**config.mk**
```make
export PLATFORM = sky130hd
export DESIGN_NAME = vit_dbg_bridge
export DESIGN_NICKNAME = d
export VERILOG_FILES = /design/src/rtl/vit_bridge_pkg.sv /design/src/rtl/vit_sym_fifo.sv /design/src/rtl/vit_dbg_bridge.sv
export SDC_FILE = /design/constraint.sdc
export NUM_CORES = 1
export LEC_CHECK = 0
export ABC_AREA = 0
export CELL_PAD_IN_SITES_DETAIL_PLACEMENT = 1
export CELL_PAD_IN_SITES_GLOBAL_PLACEMENT = 1
export CORE_ASPECT_RATIO = 0.6
export CORE_MARGIN = 8
export CORE_UTILIZATION = 25
export CTS_CLUSTER_SIZE = 30
export DETAILED_ROUTE_END_ITERATION = 10
export GPL_TIMING_DRIVEN = 0
export PLACE_DENSITY = 0.56
export SLEW_MARGIN = 20
export SYNTH_ARGS = -nofsm -noshare
export SYNTH_HDL_FRONTEND = slang
export SYNTH_SLANG_ARGS = --single-unit
```
**constraint.sdc**
```tcl
create_clock -name clk -period 4.8 [get_ports clk]
set_input_delay 0.96 -clock clk [delete_from_list [all_inputs] [get_ports clk]]
set_output_delay 0.96 -clock clk [all_outputs]
set_load 0.005 [all_outputs]
```
**src/rtl/vit_bridge_pkg.sv**
```systemverilog
// Shared constants and types for the debug-host to Viterbi bridge.
package vit_bridge_pkg;

    localparam int unsigned DEF_SOFT_W  = 8;
    localparam int unsigned DEF_STATE_W = 6;

    typedef logic signed [DEF_SOFT_W-1:0] soft_t;

    typedef enum logic {
        FILL = 1'b0,
        HELD = 1'b1
    } pack_state_e;

endpackage

```
**src/rtl/vit_sym_fifo.sv**
```systemverilog
// Synchronous first-word-fall-through FIFO for soft symbols.
module vit_sym_fifo
    import vit_bridge_pkg::*;
#(
    parameter int unsigned DEPTH = 16,
    parameter int unsigned W     = DEF_SOFT_W
) (
    input  logic                         clk,
    input  logic                         rst,
    input  logic                         push,
    input  logic                         pop,
    input  logic [W-1:0]                 wdata,
    output logic [W-1:0]                 rdata,
    output logic                         full,
    output logic                         empty,
    output logic [$clog2(DEPTH+1)-1:0]   level
);

    localparam int unsigned AW = $clog2(DEPTH);
    localparam int unsigned LW = $clog2(DEPTH + 1);

    logic [W-1:0]  mem [DEPTH];
    logic [AW-1:0] rd_ptr;
    logic [AW-1:0] wr_ptr;
    logic [LW-1:0] count;
    logic          do_push;
    logic          do_pop;

    assign empty   = (count == '0);
    assign full    = (count == LW'(DEPTH));
    assign do_pop  = pop & ~empty;
    // A pop in the same cycle frees the slot a full FIFO would otherwise refuse.
    assign do_push = push & (~full | do_pop);
    assign level   = count;
    assign rdata   = empty ? '0 : mem[rd_ptr];

    // Pointer and occupancy tracking; pointers wrap naturally at DEPTH.
    always_ff @(posedge clk) begin
        if (rst) begin
            rd_ptr <= '0;
            wr_ptr <= '0;
            count  <= '0;
        end else begin
            if (do_push) wr_ptr <= wr_ptr + AW'(1);
            if (do_pop)  rd_ptr <= rd_ptr + AW'(1);
            count <= count + LW'(do_push) - LW'(do_pop);
        end
    end

    // Storage array, no reset needed since reads are gated by empty.
    always_ff @(posedge clk) begin
        if (do_push) mem[wr_ptr] <= wdata;
    end

endmodule

```
**src/rtl/vit_dbg_bridge.sv**
```systemverilog
// Debug-host to Viterbi bridge: strobe-fed symbol FIFO, decoder feed and
// decoded-bit word packer with hold/ack semantics.
// Optional statistics counters are built when VIT_BRIDGE_STATS_EN is defined.
module vit_dbg_bridge
    import vit_bridge_pkg::*;
#(
    parameter int unsigned SOFT_W  = DEF_SOFT_W,
    parameter int unsigned DEPTH   = 16,
    parameter int unsigned STATE_W = DEF_STATE_W,
    parameter int unsigned OUT_W   = 16
) (
    input  logic                         clk,
    input  logic                         sys_rst,
    input  logic [SOFT_W-1:0]            host_soft,
    input  logic                         host_strobe,
    input  logic                         host_flush,
    input  logic                         host_ack,
    output logic [SOFT_W-1:0]            vit_soft,
    output logic                         vit_valid,
    input  logic                         vit_ready,
    input  logic                         vit_bit,
    input  logic                         vit_bit_valid,
    input  logic [STATE_W-1:0]           vit_last_state,
    output logic [OUT_W-1:0]             out_word,
    output logic [$clog2(OUT_W+1)-1:0]   out_count,
    output logic [STATE_W-1:0]           out_last_state,
    output logic                         out_valid,
    output logic [$clog2(DEPTH+1)-1:0]   in_level,
    output logic                         in_overflow,
    output logic                         out_overrun,
    output logic [31:0]                  sym_count,
    output logic [31:0]                  bit_count
);

    localparam int unsigned CW = $clog2(OUT_W + 1);

    logic              strobe_prev;
    logic              flush_prev;
    logic              ack_prev;
    logic              push_q;
    logic              flush_q;
    logic              ack_q;
    logic [SOFT_W-1:0] soft_q;

    logic              fifo_full;
    logic              fifo_empty;
    logic              pop;
    logic              push_take;

    pack_state_e       state;
    pack_state_e       state_nxt;
    logic [OUT_W-1:0]  acc;
    logic [CW-1:0]     cnt;
    logic [OUT_W-1:0]  acc_pk;
    logic [CW-1:0]     cnt_pk;
    logic              word_done;
    logic [OUT_W-1:0]  acc_d;
    logic [CW-1:0]     cnt_d;
    logic [OUT_W-1:0]  word_d;
    logic [CW-1:0]     count_d;
    logic [STATE_W-1:0] last_d;
    logic              valid_d;
    logic              overrun_d;
    logic              load;

    // Previous-level samples for edge detection, updated even during reset.
    always_ff @(posedge clk) begin
        strobe_prev <= host_strobe;
        flush_prev  <= host_flush;
        ack_prev    <= host_ack;
    end

    // Registered rising-edge pulses and the symbol captured with the strobe.
    always_ff @(posedge clk) begin
        if (sys_rst) begin
            push_q  <= 1'b0;
            flush_q <= 1'b0;
            ack_q   <= 1'b0;
            soft_q  <= '0;
        end else begin
            push_q  <= host_strobe & ~strobe_prev;
            flush_q <= host_flush & ~flush_prev;
            ack_q   <= host_ack & ~ack_prev;
            soft_q  <= host_soft;
        end
    end

    assign vit_valid = ~fifo_empty;
    assign pop       = vit_valid & vit_ready;
    assign push_take = push_q & (~fifo_full | pop);

    vit_sym_fifo #(
        .DEPTH (DEPTH),
        .W     (SOFT_W)
    ) u_fifo (
        .clk   (clk),
        .rst   (sys_rst),
        .push  (push_q),
        .pop   (pop),
        .wdata (soft_q),
        .rdata (vit_soft),
        .full  (fifo_full),
        .empty (fifo_empty),
        .level (in_level)
    );

    // Sticky overflow: a push against a full FIFO with nothing leaving.
    always_ff @(posedge clk) begin
        if (sys_rst) begin
            in_overflow <= 1'b0;
        end else if (push_q & fifo_full & ~pop) begin
            in_overflow <= 1'b1;
        end
    end

    // Pack the incoming bit first, then decide whether a word completes.
    always_comb begin
        acc_pk = acc;
        cnt_pk = cnt;
        if (vit_bit_valid) begin
            for (int i = 0; i < int'(OUT_W); i++) begin
                if (cnt == CW'(i)) acc_pk[i] = vit_bit;
            end
            cnt_pk = cnt + CW'(1);
        end
        word_done = (cnt_pk == CW'(OUT_W)) | (flush_q & (cnt_pk != '0));
    end

    // Packer state register.
    always_ff @(posedge clk) begin
        if (sys_rst) state <= FILL;
        else         state <= state_nxt;
    end

    // Packer next-state: an ack racing a completion keeps the block in HELD.
    always_comb begin
        state_nxt = state;
        case (state)
            FILL:    if (word_done) state_nxt = HELD;
            HELD:    if (ack_q & ~word_done) state_nxt = FILL;
            default: state_nxt = FILL;
        endcase
    end

    // Packer outputs: the held word is only replaced when an ack frees it.
    always_comb begin
        acc_d     = acc_pk;
        cnt_d     = cnt_pk;
        word_d    = out_word;
        count_d   = out_count;
        last_d    = out_last_state;
        valid_d   = out_valid;
        overrun_d = out_overrun;
        load      = 1'b0;
        case (state)
            FILL: load = word_done;
            HELD: begin
                load = word_done & ack_q;
                if (ack_q & ~word_done) valid_d = 1'b0;
                if (word_done & ~ack_q) overrun_d = 1'b1;
            end
            default: load = 1'b0;
        endcase
        if (word_done) begin
            acc_d = '0;
            cnt_d = '0;
        end
        if (load) begin
            word_d  = acc_pk;
            count_d = cnt_pk;
            last_d  = vit_last_state;
            valid_d = 1'b1;
        end
    end

    // Packer datapath and held-result registers.
    always_ff @(posedge clk) begin
        if (sys_rst) begin
            acc            <= '0;
            cnt            <= '0;
            out_word       <= '0;
            out_count      <= '0;
            out_last_state <= '0;
            out_valid      <= 1'b0;
            out_overrun    <= 1'b0;
        end else begin
            acc            <= acc_d;
            cnt            <= cnt_d;
            out_word       <= word_d;
            out_count      <= count_d;
            out_last_state <= last_d;
            out_valid      <= valid_d;
            out_overrun    <= overrun_d;
        end
    end

`ifdef VIT_BRIDGE_STATS_EN
    // Saturating statistics counters.
    always_ff @(posedge clk) begin
        if (sys_rst) begin
            sym_count <= '0;
            bit_count <= '0;
        end else begin
            if (push_take && (sym_count != '1))     sym_count <= sym_count + 32'd1;
            if (vit_bit_valid && (bit_count != '1)) bit_count <= bit_count + 32'd1;
        end
    end
`else
    assign sym_count = '0;
    assign bit_count = '0;
`endif

endmodule

```
==> results.py <==
metrics = {
    "yosys": {
        "ys.flop_type": "edfxtp_1",
        "synth_area_um2": 8860,
        "synthCells": 616,
        "ys_top_cells_by_area": "edfxtp_1, dfxtp_1, mux4_2",
        "postSynthAreaPerCell_um2": 14.4,
        "synth_top_area_share_pct": 43.4,
        "ys_seq_elements": 211,
        "synth-edff-count": 128,
        "yosysTopAreaCell": "edfxtp_1",
        "synth_warnings": 0,
        "synthArstFlopShare_pct": 0,
        "synth_cell_type_count": 44,
        "yosysSeqAreaShare_pct": 62.2,
    },
    "worst_setup_path": {
        "end_kind": "output port",
        "cp_max_fo": 10,
        "worstSetupPathType": "reg2out",
        "cp-start-kind": "flip-flop",
        "crit_arrival_ps": 3330,
        "required_ps": 3840,
    },
    "clock_tree": {
        "post_cts_resized": 0,
        "post_cts_buffers": 0,
        "clockBufferDepth": 3,
        "numCtsBuffers": 23,
        "clock_sinks": 211,
        "clk_latency_ps": 530,
        "ctsRootBufferMaster": "clkbuf_16",
        "htree_num_levels": 1,
        "cts_tree": "done",
        "hold_buffers": 0,
        "clk_pin_slew_worst_paths_ps": 60,
    },
    "timing": {
        "post-route-period-util_pct": 89.3,
        "clock-skew-final_ps": 12.7,
        "post-route-min-period_ps": 4290,
        "slew_headroom_pct": 39.8,
        "setup_tns_ps": 0,
        "hold_viol": 0,
        "fmaxAchievable_mhz": 233,
        "setup-violations-final": 0,
        "grt_setup_unrepaired": "no",
        "slew_violations": 0,
        "worst_hold_slack_ps": 384,
        "tightest_slew_ps": 899,
    },
    "die": {
        "die-area_um2": 41900,
        "start_util_pct": 25.3,
        "core_um2": 34900,
        "fp-row-count": 53,
        "die_height_um": 162,
        "chipWidth_um": 259,
        "io_pins": 130,
    },
    "global_routing": {
        "grt_pass1_wl_um": 34100,
        "met1_usage_pct": 15.8,
        "antenna_found_initial": 3,
        "use_met2_pct": 15.4,
        "grt_pass1_vias": 5275,
        "grt_usage_pct": 10.7,
        "busiest_layer": "met1",
        "met3_usage_pct": 2.85,
        "overflow": 0,
        "grt_max_degree": 17,
    },
    "finish": {
        "final_common_cell": "edfxtp_1",
        "antennaDiodeCount": 0,
        "fill_cells": 3728,
        "layout_common_cells": "edfxtp_1, dfxtp_1, buf_4",
        "drive_above_1_share_pct": 23.2,
        "finalNetCount": 809,
        "syn2layout_area_growth_pct": 25.1,
        "stdcell_area_um2": 11100,
    },
    "place": {
        "io_buffers": 63,
        "gp_congestion": 0.743,
        "hpwl_um": 17100,
        "placed_area_um2": 10400,
    },
    "routing": {
        "route.final.wire_length_um": 22800,
        "postRouteAntennaNets": 0,
        "drc": 0,
        "first_pass_iters": 4,
        "dr.first_iter.drc_count": 296,
        "via_count": 5223,
        "routedWlPerCell_um": 18.2,
        "via_per_inst": 4.16,
    },
    "power_and_ir_drop": {
        "p_leak_nw": 4.04,
        "power_density_nw_per_um2": 427,
        "fin_total_pwr_w": 0.00474,
        "peakVddDrop_mv": 0.196,
    },
    "hold_path": {
        "hold_class": "reg2reg",
    },
    "outcome": {
        "status": "complete, no violations",
    },
    "run": {
        "cap_violations": 0,
    },
}
-- critical path, stage by stage, from the launching register on --
cell and delay (ps):
dfxtp_1 300, clkbuf_1 250, buf_2 480, mux4_2 650, mux4_2 480, and2_1 160, clkdlybuf4s50_1 460
-- through the flow --
step | setup slack, ps | utilization [%] | cells
after floorplan | 1890 | - | 679
after global placement | 519 | 29.5 | 1209
after detailed placement | 1030 | 29.6 | 1213
after CTS | 459 | 31.7 | 1255
after global routing | 332 | 31.7 | 1255
final | 515 | 31.7 | 1255
-- state kept, by name, summed over array words and instances (netlist names), named ones only --
name and cells:
soft_q 8, cnt 5, out_count 5, u_fifo.mem 128, ack_prev 1, strobe_prev 1
acc 16, out_valid 1, push_q 1, out_word 16, u_fifo.level 5, flush_prev 1
ack_q 1, u_fifo.wr_ptr 4, flush_q 1, out_overrun 1, in_overflow 1, out_last_state 6
state 1, u_fifo.rd_ptr 4
-- power breakdown --
| part | internal, W | switching [W] | total [W] | leakage, nW |
|---|---|---|---|---|
| Clock | 0.000945 | 0.000744 | 0.00169 | 0.367 |
| Combinational | 0.000523 | 0.000484 | 0.00101 | 1.83 |
| Sequential | 0.00197 | 0.0000652 | 0.00204 | 1.85 |
-- area by class of cell --
cell class / count / area (µm²) / share of cell area, %
multi-input cells: 357 / 2910 / 26.3
clock buffers: 30 / 633 / 5.72
clock inverters: 12 / 86.3 / 0.779
repair buffers: 67 / 661 / 5.96
flip-flops and latches: 211 / 5510 / 49.7
well taps: 467 / 584 / 5.28
plain buffers: 98 / 649 / 5.86
inverters: 13 / 48.8 / 0.441
-- final timing paths --
kind / endpoint / slack [ps] / depth (start not counted) / start
hold reg to reg: ack_q$_SDFF_PP0_ / 380 / 1 / ack_prev$_DFF_P_
setup reg to reg: u_fifo.level[4]$_SDFF_PP0_ / 1610 / 13 / u_fifo.level[2]$_SDFF_PP0_
setup / recovery: vit_soft[4] / 510 / 6 / flip-flop
hold / removal: ack_q$_SDFF_PP0_ / 380 / 1 / ack_prev$_DFF_P_
-- routing by layer --
| metal | part of all wire (%) | vias up |
|---|---|---|
| li1 | - | 2448 |
| met1 | 49 | 2636 |
| met2 | 42 | 117 |
| met3 | 7.1 | 22 |
| met4 | 1.5 | 0 |
| met5 | 0 | - |
-- cells in the mapped netlist (14+ instances only) --
cell        n
nor2b_1    14
nand2_1    27
edfxtp_1  128
clkbuf_1   20
dfxtp_1    83
nor2_1     54
mux2i_1    18
ha_1       15
o31ai_2    16
nand4_1    19
mux4_2     40
buf_4      65
-- cell families after synthesis --
group           count (synthesis)  synth area share (%)
xor+xnor                       15                  1.57
fa+ha+maj                      16                  2.35
buf+inv                       111                  7.88
flops                         211                  62.2
mux                            58                  12.2
other cells                     1                0.0423
compound gates                 53                  5.30
simple gates                  151                  8.49
Power figures use the tool's default switching activity.
